$ cat src/rtl/mux_feed_seq_if.sv
// Handshake and mux-drive bundle for mux_feed_seq: upstream word input plus
// the registered data/select pair that feeds the downstream 4:1 mux.
interface mux_feed_seq_if;
  logic       in_valid;
  logic [3:0] in_data;
  logic       in_ready;
  logic       hold;
  logic [3:0] mux_in;
  logic [1:0] select;
  logic       out_valid;
  logic       out_last;
  logic [7:0] frame_cnt;

  modport master (
    output in_valid, in_data, hold,
    input  in_ready, mux_in, select, out_valid, out_last, frame_cnt
  );

  modport slave (
    input  in_valid, in_data, hold,
    output in_ready, mux_in, select, out_valid, out_last, frame_cnt
  );
endinterface

$ cat src/rtl/mux_feed_seq.sv
// Serialises a 4-bit word into four mux beats by stepping the select of a
// downstream 4:1 mux; supports stall (hold) and back-to-back words.
//
// state | meaning
// IDLE  | no word in flight, ready for a new word
// SHIFT | presenting beats of the current word
module mux_feed_seq #(
  parameter bit MSB_FIRST = 1'b0
) (
  input  logic           clk,
  input  logic           rst,
  mux_feed_seq_if.slave  bus
);

  localparam logic [1:0] START_SEL = MSB_FIRST ? 2'd3 : 2'd0;
  localparam logic [1:0] END_SEL   = MSB_FIRST ? 2'd0 : 2'd3;

  typedef enum logic {IDLE, SHIFT} state_t;

  state_t     state_q, state_d;
  logic [3:0] mux_q, mux_d;
  logic [1:0] sel_q, sel_d;
  logic       valid_q, valid_d;
  logic [7:0] cnt_q, cnt_d;
  logic       ready;
  logic       last;

  assign last = valid_q && (sel_q == END_SEL);

  always_ff @(posedge clk or posedge rst) begin
    if (rst) begin
      state_q <= IDLE;
      mux_q   <= 4'd0;
      sel_q   <= 2'd0;
      valid_q <= 1'b0;
      cnt_q   <= 8'd0;
    end else begin
      state_q <= state_d;
      mux_q   <= mux_d;
      sel_q   <= sel_d;
      valid_q <= valid_d;
      cnt_q   <= cnt_d;
    end
  end

  always_comb begin
    state_d = state_q;
    mux_d   = mux_q;
    sel_d   = sel_q;
    valid_d = valid_q;
    cnt_d   = cnt_q;
    ready   = 1'b0;
    case (state_q)
      IDLE: begin
        ready = 1'b1;
        if (bus.in_valid) begin
          mux_d   = bus.in_data;
          sel_d   = START_SEL;
          valid_d = 1'b1;
          state_d = SHIFT;
        end
      end
      SHIFT: begin
        if (!bus.hold) begin
          if (last) begin
            ready = 1'b1;
            cnt_d = cnt_q + 8'd1;
            if (bus.in_valid) begin
              // next word loads straight over the last beat: no bubble
              mux_d = bus.in_data;
              sel_d = START_SEL;
            end else begin
              valid_d = 1'b0;
              state_d = IDLE;
            end
          end else begin
            sel_d = MSB_FIRST ? (sel_q - 2'd1) : (sel_q + 2'd1);
          end
        end
      end
      default: state_d = IDLE;
    endcase
  end

  // ready is masked so the port reads 0 for the whole time reset is held
  assign bus.in_ready  = ready & ~rst;
  assign bus.mux_in    = mux_q;
  assign bus.select    = sel_q;
  assign bus.out_valid = valid_q;
  assign bus.out_last  = last;
  assign bus.frame_cnt = cnt_q;

endmodule

$ cat src/flat_wrapper.sv
// flat-port wrapper written by rule: the top's interface ports become plain ports
module mux_feed_seq_flat 
#(
  parameter bit MSB_FIRST = 1'b0
)
  (clk, rst, bus_in_valid, bus_in_data, bus_hold, bus_in_ready, bus_mux_in, bus_select, bus_out_valid, bus_out_last, bus_frame_cnt);
  mux_feed_seq_if bus_i ();
  input  logic clk;
  input  logic rst;
  input wire logic [$bits(bus_i.in_valid)-1:0] bus_in_valid;
  input wire logic [$bits(bus_i.in_data)-1:0] bus_in_data;
  input wire logic [$bits(bus_i.hold)-1:0] bus_hold;
  output wire logic [$bits(bus_i.in_ready)-1:0] bus_in_ready;
  output wire logic [$bits(bus_i.mux_in)-1:0] bus_mux_in;
  output wire logic [$bits(bus_i.select)-1:0] bus_select;
  output wire logic [$bits(bus_i.out_valid)-1:0] bus_out_valid;
  output wire logic [$bits(bus_i.out_last)-1:0] bus_out_last;
  output wire logic [$bits(bus_i.frame_cnt)-1:0] bus_frame_cnt;
  assign bus_i.in_valid = bus_in_valid;
  assign bus_i.in_data = bus_in_data;
  assign bus_i.hold = bus_hold;
  assign bus_in_ready = bus_i.in_ready;
  assign bus_mux_in = bus_i.mux_in;
  assign bus_select = bus_i.select;
  assign bus_out_valid = bus_i.out_valid;
  assign bus_out_last = bus_i.out_last;
  assign bus_frame_cnt = bus_i.frame_cnt;
  mux_feed_seq #(.MSB_FIRST(MSB_FIRST)) u_core (.clk(clk), .rst(rst), .bus(bus_i));
endmodule
$ cat config.mk
export PLATFORM = sky130hd
export DESIGN_NAME = mux_feed_seq_flat
export DESIGN_NICKNAME = d
export VERILOG_FILES = /design/src/rtl/mux_feed_seq_if.sv /design/src/rtl/mux_feed_seq.sv /design/src/flat_wrapper.sv
export SDC_FILE = /design/constraint.sdc
export NUM_CORES = 1
export LEC_CHECK = 0
export CAP_MARGIN = 20
export CORE_MARGIN = 5
export CORE_UTILIZATION = 31
export CTS_CLUSTER_DIAMETER = 200
export CTS_CLUSTER_SIZE = 20
export DETAILED_ROUTE_END_ITERATION = 16
export GPL_ROUTABILITY_DRIVEN = 0
export SYNTH_ARGS = -nofsm -noshare
export SYNTH_HDL_FRONTEND = slang
export SYNTH_SLANG_ARGS = --single-unit
$ cat constraint.sdc
create_clock -name clk -period 3 [get_ports clk]
set_input_delay 0.3 -clock clk [delete_from_list [all_inputs] [get_ports clk]]
set_output_delay 0.3 -clock clk [all_outputs]
set_load 0.1 [all_outputs]
# ---- Word level (Yosys, flattened, before mapping)
# Index checks and enable logic that the tools add are counted.
dict set report op_classes {
  n_mux 20
  eq_ne 5
  bitwise 4
  addsub 2
  reduce_logical 4
}
# op n
set ops {}
lappend ops {{$mux W4} 3}
lappend ops {{$mux W1} 9}
lappend ops {{$add A8 B1 Y8 const B} 1}
lappend ops {{$ne A2 B2 Y1 const B} 4}
lappend ops {{$pmux W4 S2} 1}
lappend ops {{$mux W2} 3}
lappend ops {{$pmux W1 S2} 3}
lappend ops {{$pmux W2 S2} 1}
lappend ops {{$reduce_and A4 Y1} 1}
lappend ops {{$not A1 Y1} 3}
lappend ops {{$reduce_and A3 Y1} 1}
lappend ops {{$add A2 B1 Y2 const B} 1}
lappend ops {{$eq A2 B2 Y1 const B} 1}
lappend ops {{$reduce_and A2 Y1} 1}
lappend ops {{$and A1 B1 Y1} 1}
lappend ops {{$logic_and A1 B1 Y1} 1}
dict set report word_totals {
  register_bits 16
  word_cells 40
  output_inout_bits 17
}

# ---- Longest topological paths before layout
dict set report logic_depth {
  ltp_word 6
  mapped_depth 4
  mapped_depth_nobuf 4
}

# ---- Least setup slack after synthesis
# Ideal clock, no wire load.
dict set report synth_path {
  kind {register to output}
  startpoint {register u_core.sel_q[1] (netlist: u_core.bus.select[1])}
  endpoint {output bus_in_ready}
  arrival_time_ns 2.990
  n_path_buf 0
  path_stages_with_launch 4
  t_required_ns 2.700
  slack_ns -0.290
  cell_sequence {dfrtp_1 > ha_1 > nand3b_1 > a21oi_1}
}
dict set report synth_between {
  elab_chain_len 6
}
# item line_no
set synth_lines {}
lappend synth_lines {{from (decl)} mux_feed_seq.sv:22} ;# logic [1:0] sel_q, sel_d;
lappend synth_lines {{from (signal assigned)} mux_feed_seq.sv:40} ;# sel_q <= sel_d;
lappend synth_lines {{$eq A2 B2 Y1} mux_feed_seq.sv:28} ;# assign last = valid_q && (sel_q == END_SEL);
lappend synth_lines {{$logic_and A1 B1 Y1} mux_feed_seq.sv:28}
lappend synth_lines {{$mux W1} mux_feed_seq.sv:65} ;# if (last) begin
lappend synth_lines {{$mux W1} mux_feed_seq.sv:64} ;# if (!bus.hold) begin
lappend synth_lines {{$pmux W1 S2} mux_feed_seq.sv:53} ;# case (state_q)
lappend synth_lines {{$and A1 B1 Y1} mux_feed_seq.sv:86} ;# assign bus.in_ready = ready & ~rst;
lappend synth_lines {{to (decl)} flat_wrapper.sv:13} ;# output wire logic [$bits(bus_i.in_ready)-1:0] bus_in_ready;
# Every way passes these cells.

# ---- Final worst setup path
dict set report layout_path {
  startpoint {register u_core.mux_q[2] (netlist: u_core.bus.mux_in[2])}
  endpoint {output bus_mux_in[2]}
}
# item line_no
set layout_lines {}
lappend layout_lines {{from (decl)} mux_feed_seq.sv:21} ;# logic [3:0] mux_q, mux_d;
lappend layout_lines {{from (signal assigned)} mux_feed_seq.sv:39} ;# mux_q <= mux_d;
lappend layout_lines {{to (decl)} flat_wrapper.sv:14} ;# output wire logic [$bits(bus_i.mux_in)-1:0] bus_mux_in;
# No word-level cell between the ends.

==> impl_metrics.py <==
metrics = {
    "outcome": {
        "status": "finished clean",
    },
    "synth": {
        "synthDistinctLibCells": 23,
        "post_synth_fa_ha_maj_area_fraction_pct": 3.33,
        "syn_avg_cell_area_sq_um": 12.1,
        "synth_compound_area_share_pct": 8.67,
        "yosys-top-cells-count": "dfrtp_1 (16), xor2_1 (6), mux2_2 (5), a21oi_1 (4), nor2_1 (4)",
        "yosys_warnings": 0,
        "ys_seq_area_share_pct": 53.3,
        "yosysMostFrequentCell": "dfrtp_1",
        "synth_top_area_share_pct": 53.3,
        "synth_mux_area_share_pct": 7.50,
        "synth_top_family_by_area": "simple AND/OR/NAND/NOR gates",
        "synth-async-reset-ratio_pct": 100,
        "yosys.area.top_type": "dfrtp_1",
        "synth-main-ff-cell": "dfrtp_1",
        "synth_xor_area_share_pct": 8.17,
        "synth_fp_nets": 72,
        "synthSimpleGateAreaFrac_pct": 16.5,
        "synth_edf_count": 0,
        "ys_ff_latch": 16,
        "synthCells": 62,
        "netlist_area_sq_um": 751,
        "yosys-top-cells-area": "dfrtp_1 (53%), mux2_2 (7.5%), xor2_1 (7.0%)",
    },
    "place": {
        "port_buffers": 24,
        "hpwl_mm": 1.11,
        "place_inst": 113,
    },
    "final_layout": {
        "antenna_cells": 0,
        "fin_cells": 117,
        "fin_util_pct": 45.3,
        "nFillCells": 242,
        "fin_nets": 100,
        "area_growth_pct": 36.0,
        "drive_gt1_share_pct": 32.6,
    },
    "critical_path": {
        "crit_start": "u_core.bus.mux_in[2]",
        "crit_arrival_ns": 1.78,
        "worstPathRequired_ns": 2.70,
        "cp_max_fo": 2,
        "critPathCaptureType": "primary output",
        "cpMaxStageDelayCell": "clkdlybuf4s50_1",
        "path_delay_family": "buffers and inverters",
        "path_cells": "clkdlybuf4s50_1",
        "cpPeakStageDelay_ns": 1.13,
        "worst-setup-path-type": "reg2out",
        "worstReg2RegStart": "u_core.bus.select[0]",
        "start_kind": "flip-flop",
        "cp_num_buf_inv": 1,
    },
    "worst_hold_path": {
        "worstHoldPathType": "in2async",
    },
    "sta": {
        "setup_tns_ns": 0,
        "period_minus_slack_ns": 2.08,
        "fin_worst_skew_ns": 0.00139,
        "slew_headroom_pct": 35.3,
        "hold_violations": 0,
        "fin_crit_sh_pct": 69.4,
        "setup-violations-final": 0,
        "fmax_ghz": 0.481,
        "rsz0062_at_grt": "false",
        "worst_slew_pin_slew_ns": 0.967,
        "slew_violations": 0,
    },
    "cts": {
        "cts_hold_buf": 0,
        "root_buffer": "clkbuf_4",
        "cts_buffer_depth": 2,
        "path_clk_slew_ns": 0.09,
        "cts_resized": 0,
        "h-tree-depth": 1,
        "clock_latency_ns": 0.28,
        "cts_tree": "built",
        "post_cts_buffers": 0,
        "cts_buffers": 3,
        "cts_sinks": 16,
    },
    "drt": {
        "ant_nets": 0,
        "viasPerCell": 4.78,
        "wl_per_cell_um": 12.6,
        "drt-initial-drc-count": 7,
        "drc": 0,
        "wl_mm": 1.48,
        "vias": 559,
        "dr.pass1.iters": 2,
    },
    "global_routing": {
        "grt_pass1_wl_mm": 2.70,
        "grt_max_degree": 17,
        "grt_overflow_total": 0,
        "grt_usage_pct": 10.2,
        "grt_pass1_vias": 553,
        "antenna_found_initial": 0,
    },
    "die": {
        "core-area_sq_mm": 0.00225,
        "dieArea_sq_mm": 0.00351,
        "rows": 17,
        "ios": 25,
        "die_h_um": 59.2,
        "die_w_um": 59.2,
        "initial_utilization_pct": 33.3,
    },
    "power": {
        "p_int_uw": 375,
        "seqPwrFrac_pct": 38.5,
        "p_sw_share_pct": 43.6,
        "cellPowerDensity_mw_per_mm2": 651,
        "p_leak_uw": 0.000510,
        "p_sw_uw": 290,
        "p_clk_share_pct": 21.4,
        "pwr-share-comb_pct": 40.1,
        "ir_worst_vdd_mv": 0.329,
    },
    "job": {
        "drv_cap": 0,
    },
}
## final timing paths
check                                     endpoint  slack, ns  cells after the start
setup / recovery                     bus_mux_in[2]       0.92                      1
hold / removal                u_core.bus.select[1]       0.42                      2
setup reg to reg              u_core.bus.mux_in[3]       1.33                      4
hold reg to reg            u_core.bus.frame_cnt[7]       0.47                      1
max in group asynchronous  u_core.bus.frame_cnt[3]       2.19                      2
min in group clk           u_core.bus.frame_cnt[7]       0.47                      1
## layer usage
metal,vias to the layer above,part of all wire (%),global-route usage [%]
met5,-,0,0
met2,13,47,15.1
met4,0,3.2,7.77
li1,269,-,-
met3,5,4.2,1.74
met1,272,45,13.1
## cell usage in the layout, fill, tap and decap left out, types with 3 or more instances in the layout
master,netlist,routed
mux2_2,5,5
clkdlybuf4s50_1,0,9
dfrtp_1,16,16
nand2_1,3,3
a21oi_1,4,3
clkbuf_4,0,3
buf_4,1,15
inv_1,3,3
xor2_1,6,6
nor2_1,4,4
nand3_1,3,3
## logic make-up after synthesis
| logic type | count (synthesis) |
|---|---|
| adder cells (fa/ha/maj) | 2 |
| buffers and inverters | 4 |
| AND/OR/NAND/NOR | 18 |
| flip-flops | 16 |
| AO/OA/AOI/OAI | 10 |
| multiplexers | 5 |
| XOR/XNOR | 7 |
## area by class of cell
class	instances	area [sq um]	share of cell area, %
clock buffers	4	36.3	3.55
inverters	3	11.3	1.10
multi-input cells	42	335	32.8
flip-flops and latches	16	400	39.2
well taps	28	35.0	3.43
repair buffers	24	203	19.9
## sequential cells by signal, summed over array words and instances, names as in the netlist
| register | cells |
|---|---|
| u_core.bus.out_valid | 1 |
| u_core.bus.select | 2 |
| u_core.state_q | 1 |
| u_core.bus.mux_in | 4 |
| u_core.bus.frame_cnt | 8 |
## power by group through the flow
| stage | registers (uW) | logic (uW) | clock network (uW) |
|---|---|---|---|
| 2_1_floorplan | 427 | 38.1 | 0 |
| 3_3_place_gp | 260 | 268 | 0 |
| 3_5_place_dp | 260 | 269 | 0 |
| 4_1_cts | 256 | 269 | 149 |
| 5_1_grt | 261 | 277 | 157 |
| 6_report | 256 | 266 | 143 |
## stage by stage
step / total power (uW) / worst slack, ns / hold WS (ns) / cell area (sq um)
2_1_floorplan: 465 / 0.316 / 0.214 / 754
3_3_place_gp: 528 / 1.20 / 0.458 / 985
6_report: 665 / 0.919 / 0.422 / 1020
3_5_place_dp: 529 / 1.15 / 0.458 / 985
4_1_cts: 674 / 0.903 / 0.455 / 1020
5_1_grt: 695 / 0.867 / 0.500 / 1020
Note: power is estimated with default switching activity, not from simulation.
